File: src/rtl/glitch_det_ctrl.sv
// glitch_det_ctrl: sequencing controller for the delay-line voltage-glitch detector.
// Runs settle, baseline calibration and monitoring with dead-time after each event.
// Keeps a sticky alarm and a saturating event counter.
// Optional macro GLITCH_DIR_EN adds glitch_dir and droop_count outputs.
module glitch_det_ctrl #(
    parameter int unsigned CNT_W      = 7,
    parameter int unsigned CAL_LOG2   = 4,
    parameter int unsigned SETTLE_CYC = 8,
    parameter int unsigned HOLD_CYC   = 16,
    parameter int unsigned EVT_W      = 16
) (
    input  logic             clk,
    input  logic             rst_n,
    input  logic             start,
    input  logic             stop,
    input  logic [CNT_W-1:0] thresh,
    input  logic             alarm_clr,
    input  logic [CNT_W-1:0] count_in,
    output logic [2:0]       state,
    output logic             busy,
    output logic             armed,
    output logic [CNT_W-1:0] baseline,
    output logic             glitch_pulse,
    output logic             alarm,
`ifdef GLITCH_DIR_EN
    output logic             glitch_dir,
    output logic [EVT_W-1:0] droop_count,
`endif
    output logic [EVT_W-1:0] evt_count
);

    localparam int unsigned ACC_W   = CNT_W + CAL_LOG2;
    localparam int unsigned CAL_N   = 1 << CAL_LOG2;
    localparam int unsigned TMR_M1  = (SETTLE_CYC > HOLD_CYC) ? SETTLE_CYC : HOLD_CYC;
    localparam int unsigned TMR_MAX = (TMR_M1 > CAL_N) ? TMR_M1 : CAL_N;
    localparam int unsigned TMR_W   = (TMR_MAX < 2) ? 1 : $clog2(TMR_MAX);

    // Timer terminal values; a zero-length phase terminates on its first edge.
    localparam logic [TMR_W-1:0] SETTLE_LAST = TMR_W'((SETTLE_CYC == 0) ? 0 : SETTLE_CYC - 1);
    localparam logic [TMR_W-1:0] HOLD_LAST   = TMR_W'((HOLD_CYC == 0) ? 0 : HOLD_CYC - 1);
    localparam logic [TMR_W-1:0] CAL_LAST    = TMR_W'(CAL_N - 1);
    localparam logic [EVT_W-1:0] EVT_MAX     = '1;

    typedef enum logic [2:0] {
        S_IDLE    = 3'd0,
        S_SETTLE  = 3'd1,
        S_CAL     = 3'd2,
        S_MONITOR = 3'd3,
        S_HOLD    = 3'd4
    } state_t;

    state_t             state_q, state_d;
    logic [TMR_W-1:0]   timer_q, timer_d;
    logic [ACC_W-1:0]   acc_q, acc_d;
    logic [CNT_W-1:0]   baseline_q, baseline_d;
    logic [CNT_W-1:0]   thresh_q, thresh_d;
    logic [EVT_W-1:0]   evt_q, evt_d;
    logic               alarm_q, alarm_d;
    logic               pulse_q, pulse_d;
    logic               busy_q, busy_d;
    logic               armed_q, armed_d;
`ifdef GLITCH_DIR_EN
    logic               dir_q, dir_d;
    logic [EVT_W-1:0]   droop_q, droop_d;
`endif

    logic [ACC_W-1:0]   acc_sum_c;
    logic [CNT_W-1:0]   dev_c;
    logic               below_c;

    // State and datapath registers, synchronous active-low reset.
    always_ff @(posedge clk) begin
        if (!rst_n) begin
            state_q    <= S_IDLE;
            timer_q    <= '0;
            acc_q      <= '0;
            baseline_q <= '0;
            thresh_q   <= '0;
            evt_q      <= '0;
            alarm_q    <= 1'b0;
            pulse_q    <= 1'b0;
            busy_q     <= 1'b0;
            armed_q    <= 1'b0;
`ifdef GLITCH_DIR_EN
            dir_q      <= 1'b0;
            droop_q    <= '0;
`endif
        end else begin
            state_q    <= state_d;
            timer_q    <= timer_d;
            acc_q      <= acc_d;
            baseline_q <= baseline_d;
            thresh_q   <= thresh_d;
            evt_q      <= evt_d;
            alarm_q    <= alarm_d;
            pulse_q    <= pulse_d;
            busy_q     <= busy_d;
            armed_q    <= armed_d;
`ifdef GLITCH_DIR_EN
            dir_q      <= dir_d;
            droop_q    <= droop_d;
`endif
        end
    end

    // Next-state and datapath update; stop overrides every phase action.
    always_comb begin
        state_d    = state_q;
        timer_d    = timer_q;
        acc_d      = acc_q;
        baseline_d = baseline_q;
        thresh_d   = thresh_q;
        evt_d      = evt_q;
        alarm_d    = alarm_q;
        pulse_d    = 1'b0;
`ifdef GLITCH_DIR_EN
        dir_d      = dir_q;
        droop_d    = droop_q;
`endif

        acc_sum_c = acc_q + ACC_W'(count_in);
        below_c   = (count_in < baseline_q);
        dev_c     = below_c ? (baseline_q - count_in) : (count_in - baseline_q);

        if (alarm_clr) begin
            alarm_d = 1'b0;
        end

        if (stop) begin
            state_d = S_IDLE;
        end else begin
            case (state_q)
                S_IDLE: begin
                    if (start) begin
                        thresh_d = thresh;
                        acc_d    = '0;
                        timer_d  = '0;
                        state_d  = S_SETTLE;
                    end
                end
                S_SETTLE: begin
                    if (timer_q == SETTLE_LAST) begin
                        timer_d = '0;
                        acc_d   = '0;
                        state_d = S_CAL;
                    end else begin
                        timer_d = timer_q + TMR_W'(1);
                    end
                end
                S_CAL: begin
                    acc_d = acc_sum_c;
                    if (timer_q == CAL_LAST) begin
                        baseline_d = CNT_W'(acc_sum_c >> CAL_LOG2);
                        timer_d    = '0;
                        state_d    = S_MONITOR;
                    end else begin
                        timer_d = timer_q + TMR_W'(1);
                    end
                end
                S_MONITOR: begin
                    if (dev_c > thresh_q) begin
                        pulse_d = 1'b1;
                        alarm_d = 1'b1;
                        if (evt_q != EVT_MAX) begin
                            evt_d = evt_q + EVT_W'(1);
                        end
`ifdef GLITCH_DIR_EN
                        dir_d = below_c;
                        if (below_c && (droop_q != EVT_MAX)) begin
                            droop_d = droop_q + EVT_W'(1);
                        end
`endif
                        timer_d = '0;
                        state_d = S_HOLD;
                    end
                end
                S_HOLD: begin
                    if (timer_q == HOLD_LAST) begin
                        timer_d = '0;
                        state_d = S_MONITOR;
                    end else begin
                        timer_d = timer_q + TMR_W'(1);
                    end
                end
                default: begin
                    state_d = S_IDLE;
                end
            endcase
        end

        busy_d  = (state_d != S_IDLE);
        armed_d = (state_d == S_MONITOR);
    end

    // Output mapping from registers.
    assign state        = state_q;
    assign busy         = busy_q;
    assign armed        = armed_q;
    assign baseline     = baseline_q;
    assign glitch_pulse = pulse_q;
    assign alarm        = alarm_q;
    assign evt_count    = evt_q;
`ifdef GLITCH_DIR_EN
    assign glitch_dir   = dir_q;
    assign droop_count  = droop_q;
`endif

endmodule

File: config.mk
export PLATFORM = sky130hd
export DESIGN_NAME = glitch_det_ctrl
export DESIGN_NICKNAME = d
export VERILOG_FILES = /design/src/rtl/glitch_det_ctrl.sv
export SDC_FILE = /design/constraint.sdc
export NUM_CORES = 1
export LEC_CHECK = 0
export BUFFER_PORTS_ARGS = -buffer_cell sky130_fd_sc_hd__buf_4
export CAP_MARGIN = 10
export CORE_ASPECT_RATIO = 1.5
export CORE_MARGIN = 1
export CORE_UTILIZATION = 58
export DETAILED_ROUTE_END_ITERATION = 10
export PLACE_DENSITY = 0.81
export SLEW_MARGIN = 10
export SYNTH_ARGS = -nofsm -noshare
export SYNTH_HDL_FRONTEND = slang
export SYNTH_SLANG_ARGS = --single-unit
File: constraint.sdc
create_clock -name clk -period 4.5 [get_ports clk]
set_clock_uncertainty 0.1 [all_clocks]
set_input_delay 0.45 -clock clk [delete_from_list [all_inputs] [get_ports clk]]
set_output_delay 0.45 -clock clk [all_outputs]
set_load 0.02 [all_outputs]
==> flow_summary.ini, run 1 <==
[yosys]
synth_nets = 477
async_reset_ff_share_pct = 0
ys_dominant_reg_cell = dfxtp_1
syn_area_per_cell_um2 = 8.217
yosysMostFrequentCell = dfxtp_1
synth.top_cells.by_count = dfxtp_1, inv_1, a21oi_1, ha_1, nor2_1
synth_edf_count = 0
synth_top_area_cell = dfxtp_1
ys_seq_area_share_pct = 29.81
syn_area_um2 = 3492
yosysUniqueCellTypes = 52
synth_warnings = 0
synth.top_cells.by_area = dfxtp_1, ha_1, mux2i_1
synth_cells = 425
ys_ff_latch = 52
synth_top_area_share_pct = 29.81

[layout]
fin_util_pct = 68.75
multi_input_area_um2 = 2226
finalNonFillerCells = 531
area_growth_pct = 13.90
regArea_um2 = 1041
drive_above_1_share_pct = 14.16
nFillCells = 503
nNetsFinal = 512
diodes = 0

[grt]
grt_pass1_wl_um = 14370
grt_overflow_total = 0
grt_pass1_vias = 3291
grt_use_total_pct = 28.31
grt_max_degree = 39
antenna_found_initial = 0

[clocking]
clk_path_buf_depth = 2
cts_buffers = 5
hold_buffers = 0
cts_max_level = 2
post_cts_buffers = 0
post_cts_resized = 0
cts_tree = done
clkTransAtPathRegs_ns = 0.09
insertion_delay_ns = 0.30
cts.sinks = 52
cts-root-buf = clkbuf_8

[place]
place_congestion = 0.7984
post-dp-hpwl_um = 6229
port_buffers = 48
placedCellCount = 525

[worst_setup_path]
cp_slowest_cell = or4_1
cp_max_fo = 16
max_stage_delay_ns = 0.51
critPathLaunchType = register
r2r_slack_ns = 0.75
startpoint = baseline[1]$_SDFFE_PN0P_
reg2reg_to = evt_count[3]$_SDFFE_PN0P_
rr_worst_depth = 13
path_class = register to register
worst_ep_arrival_time_ns = 3.88
r2r_start = baseline[1]$_SDFFE_PN0P_
cp.required_ns = 4.64
crit_chain = ha_1 > nor2b_1 > o2111ai_1 > a31oi_2 > mux2i_1 > xor2_1 > ha_1 > o211ai_1 > a21oi_1 > o211ai_1 > buf_4 > or4_1 > a21oi_1
endpoint_kind = register
crit_end = evt_count[3]$_SDFFE_PN0P_

[timing]
setup-tns-final_ns = 0
drv_slew = 0
fmax_ghz = 0.2670
worst_pin_slew_ns = 0.9470
setup_viol = 0
period_share_pct = 83.23
slew_headroom_pct = 36.76
rsz0062_at_grt = no
period_needed_ns = 3.745
hold_viol = 0
hold_slack_ns = 0.2730

[drt]
firstDrtPassIters = 5
wire_per_inst_um = 15.98
vias = 3378
drt-vias-per-instance = 6.362
drt-total-wl_um = 8485
drt_iter0_drc = 197
drc = 0
drtAntennaViolNets = 0

[run_status]
status = completed

[pwr]
p_per_area_nw_per_um2 = 234.4
ir_drop_v = 0.0001590
power_uw = 932.1
p_leak_nw = 1.607

[min_path]
hold_class = primary input to register
min_path_cells = 3

[die]
dieArea_um2 = 6342
core_um2 = 5786
fp.dieH_um = 97.04
initial_core_util_pct = 60.36
die_w_um = 65.36
ios = 49
rows = 34

[flow_run]
maxCapViolCount = 0
routing by layer:
metal / track usage [%] / wire length [um] / vias to the layer above
li1: - / - / 1639
met1: 30.23 / 3336 / 1617
met2: 52.50 / 4573 / 101
met3: 3.656 / 305 / 21
met4: 13.21 / 269 / 0
met5: 0 / 0 / -
cells in the final DEF (no fill, tap or decap), drive strengths merged, types with 3 or more instances in the layout:
master	synthesis	layout
a21o	6	6
a21oi	30	30
a22oi	5	5
a31oi	9	9
buf	4	52
clkbuf	20	5
dfxtp	52	52
fa	3	3
ha	30	30
inv	35	35
mux2i	16	16
nand2	21	21
nand2b	3	3
nand3	21	21
nand3b	4	4
nand4	11	11
nor2	28	28
nor2b	3	3
nor3	7	7
nor4	4	4
o2111ai	3	3
o211ai	4	4
o21a	5	5
o21ai	22	22
o22ai	3	3
o31ai	15	15
or3	9	9
or4	14	14
xnor2	6	6
xor2	5	5
cells by family (layout without fill, tap and decap cells):
| logic type | after synthesis | in the layout | synth area share (%) |
|---|---|---|---|
| xor+xnor | 11 | 11 | 2.759 |
| simple gates | 136 | 136 | 21.32 |
| fa+ha+maj | 33 | 33 | 12.47 |
| mux | 17 | 17 | 4.909 |
| flops | 52 | 52 | 29.81 |
| buf+inv | 59 | 93 | 6.843 |
| compound gates | 117 | 117 | 21.89 |
flip-flops by register name, summed over array words and instances (netlist names):
name / cells
armed: 1
baseline: 7
timer_q: 4
evt_count: 16
busy: 1
thresh_q: 7
glitch_pulse: 1
acc_q: 11
state: 3
alarm: 1
cell type report:
type / instances / share of cell area, %
tap: 72 / 2.265
multi-input combinational: 314 / 55.96
inverter: 35 / 3.303
sequential: 52 / 26.17
clock inverter: 1 / 0.7550
clock buffer: 5 / 1.730
timing repair buffer: 52 / 9.814
how the worst min path moves through the flow:
| stage | end | from | slack, ns |
|---|---|---|---|
| after floorplan | acc_q[5]$_SDFFE_PN0P_ | acc_q[5]$_SDFFE_PN0P_ | 0.35 |
| after CTS | thresh_q[6]$_SDFFE_PN0P_ | thresh[6] | 0.28 |
| after global routing | thresh_q[2]$_SDFFE_PN0P_ | thresh[2] | 0.28 |
| final | thresh_q[6]$_SDFFE_PN0P_ | thresh[6] | 0.27 |
| after global placement | timer_q[1]$_SDFFE_PN0P_ | timer_q[1]$_SDFFE_PN0P_ | 0.36 |
| after detailed placement | acc_q[6]$_SDFFE_PN0P_ | acc_q[6]$_SDFFE_PN0P_ | 0.37 |
where the power goes:
part / internal, mW / switching [mW] / total, mW
combinational: 0.0626 / 0.0930 / 0.156
clock: 0.160 / 0.148 / 0.308
sequential: 0.464 / 0.00437 / 0.468
stage by stage:
stage | setup slack, ns | cell area (um2)
final | 0.7547 | 3978
after global routing | 0.4582 | 3978
after CTS | 0.7822 | 3978
after detailed placement | 0.5840 | 3879
after global placement | 0.7895 | 3879
after floorplan | 0.9054 | 3492
critical path, delay by kind of cell, from the launching register on:
kind	cells	cell delay, ns
compound gates	6	1.22
xor+xnor	1	0.09
fa+ha+maj	2	0.67
buf+inv	1	0.20
flops	1	0.42
mux	1	0.28
simple gates	2	0.70
No activity file was read; power rests on OpenSTA's default activity.
==> inputs of run 2 (changes only) <==
==> constraint.sdc (replaced) <==
create_clock -name clk -period 3.7 [get_ports clk]
set_clock_uncertainty 0.1 [all_clocks]
set_input_delay 0.37 -clock clk [delete_from_list [all_inputs] [get_ports clk]]
set_output_delay 0.37 -clock clk [all_outputs]
set_load 0.02 [all_outputs]
==> run 2 against run 1 <==
Via count down 0.56%. Worst setup slack worse by 0.61 ns. Sequential share of layout area down 0.51 points. Design area up 2.2%. Wire length down 0.39%. Utilization up 1.5 points. Clock-buffer cell count unchanged. Register-to-register slack worse by 0.61 ns. Highest routed layer unchanged. Combinational power up 26%. Sequential power up 22%. Global-route usage down 0.54 points.
==> flow_summary.ini, run 2 (synthesis results as in run 1) <==
[pwr]
ir_drop_v = 0.0001747
p_per_area_nw_per_um2 = 289.2
p_leak_nw = 1.650

[grt]
grt_pass1_vias = 3198
grt_pass1_wl_um = 14120
grt_use_total_pct = 27.77
grt_overflow_total = 0
antenna_found_initial = 0
grt_max_degree = 39

[place]
place_congestion = 0.9248
post-dp-hpwl_um = 6296
port_buffers = 48
dp_slack_ns = -0.05322

[drt]
drc = 0
vias = 3359
drt-vias-per-instance = 6.220
drt_iter0_drc = 181
drtAntennaViolNets = 0
wire_per_inst_um = 15.65
drt-total-wl_um = 8452
firstDrtPassIters = 4

[worst_setup_path]
path_class = register to register
cp_max_fo = 16
critPathLaunchType = register
cp.required_ns = 3.85
worst_ep_arrival_time_ns = 3.70
endpoint_kind = register

[die]
core_um2 = 5786
rows = 34
initial_core_util_pct = 60.36
fp.dieH_um = 97.04
die_w_um = 65.36
ios = 49
dieArea_um2 = 6342

[timing]
fmax_ghz = 0.2814
setup_viol = 0
setup-tns-final_ns = 0
period_share_pct = 96.05
drv_slew = 0
period_needed_ns = 3.554
worst_pin_slew_ns = 0.6662
hold_viol = 0
setup_ws_ns = 0.1462
slew_headroom_pct = 55.52

[layout]
diodes = 0
fin_util_pct = 70.29
area_growth_pct = 16.45
multi_input_area_um2 = 2243
final_cell_mix = buf_4, dfxtp_1, inv_1
final_common_cell = buf_4
largest_reg_flops = 16
nNetsFinal = 519
drive_above_1_share_pct = 16.88
nFillCells = 490
regArea_um2 = 1044

[min_path]
hold_class = primary input to register

[clocking]
clkTransAtPathRegs_ns = 0.11
hold_buffers = 0
insertion_delay_ns = 0.31
cts_max_level = 2
cts_buffers = 5
cts_tree = done
cts.sinks = 52
clk_path_buf_depth = 2
cts-root-buf = clkbuf_8

[run_status]
status = completed

[flow_run]
maxCapViolCount = 0
-- run 2: cell type report --
class | count | area share (%)
multi-input combinational | 314 | 55.17
sequential | 52 | 25.66
timing repair buffer | 59 | 10.89
inverter | 35 | 3.231
tap | 72 | 2.215
clock buffer | 5 | 1.692
clock inverter | 3 | 1.138
-- run 2: final timing paths --
check | endpoint | start | slack (ns) | cells after the start
max | evt_count[4]$_SDFFE_PN0P_ | baseline[1]$_SDFFE_PN0P_ | 0.15 | 14
min | thresh_q[2]$_SDFFE_PN0P_ | thresh[2] | 0.19 | 3
min reg2reg | acc_q[5]$_SDFFE_PN0P_ | acc_q[5]$_SDFFE_PN0P_ | 0.39 | 2
max reg2reg | evt_count[4]$_SDFFE_PN0P_ | baseline[1]$_SDFFE_PN0P_ | 0.15 | 14
-- run 2: report_power, final --
part	switching (mW)	total [mW]	leakage (nW)	internal, mW
Combinational	0.115	0.197	1.17	0.0817
Sequential	0.00526	0.570	0.421	0.564
Clock	0.205	0.409	0.0548	0.204
Total	0.326	1.18	1.65	0.850
-- run 2: layer usage --
layer	routed length, um	part of all wire [%]	up-vias	track usage, %
met5	0	0	-	0
met4	426	5.0	0	15.72
met3	327	3.9	33	3.538
met2	4329	51	105	48.37
met1	3367	40	1566	31.37
li1	-	-	1655	-
-- run 2: critical path: stages (launching register included) --
cell	delay, ns
dfxtp_2	0.39
ha_1	0.31
nor2b_2	0.18
o2111ai_2	0.18
a31oi_4	0.32
buf_4	0.17
mux2i_1	0.20
xnor2_1	0.14
ha_1	0.26
nand3_1	0.09
o22a_1	0.19
o211ai_1	0.10
buf_4	0.19
or4_1	0.50
a21oi_1	0.15
-- run 2: what timing repair did --
action / CTS / global route
gates resized for setup: 0 / 7
setup endpoints to repair: 0 / 23
setup buffers: 0 / 1
-- run 2: per-stage QoR --
stage                     hold slack [ns]  area, um2  power (mW)  cells
after floorplan                    0.3482       3492      0.7144    425
after global placement             0.3618       3916      0.7631    531
after detailed placement           0.3709       3916      0.7722    531
after CTS                          0.1850       4031       1.179    539
after global routing               0.2091       4066       1.233    540
final                              0.1897       4066       1.176    540
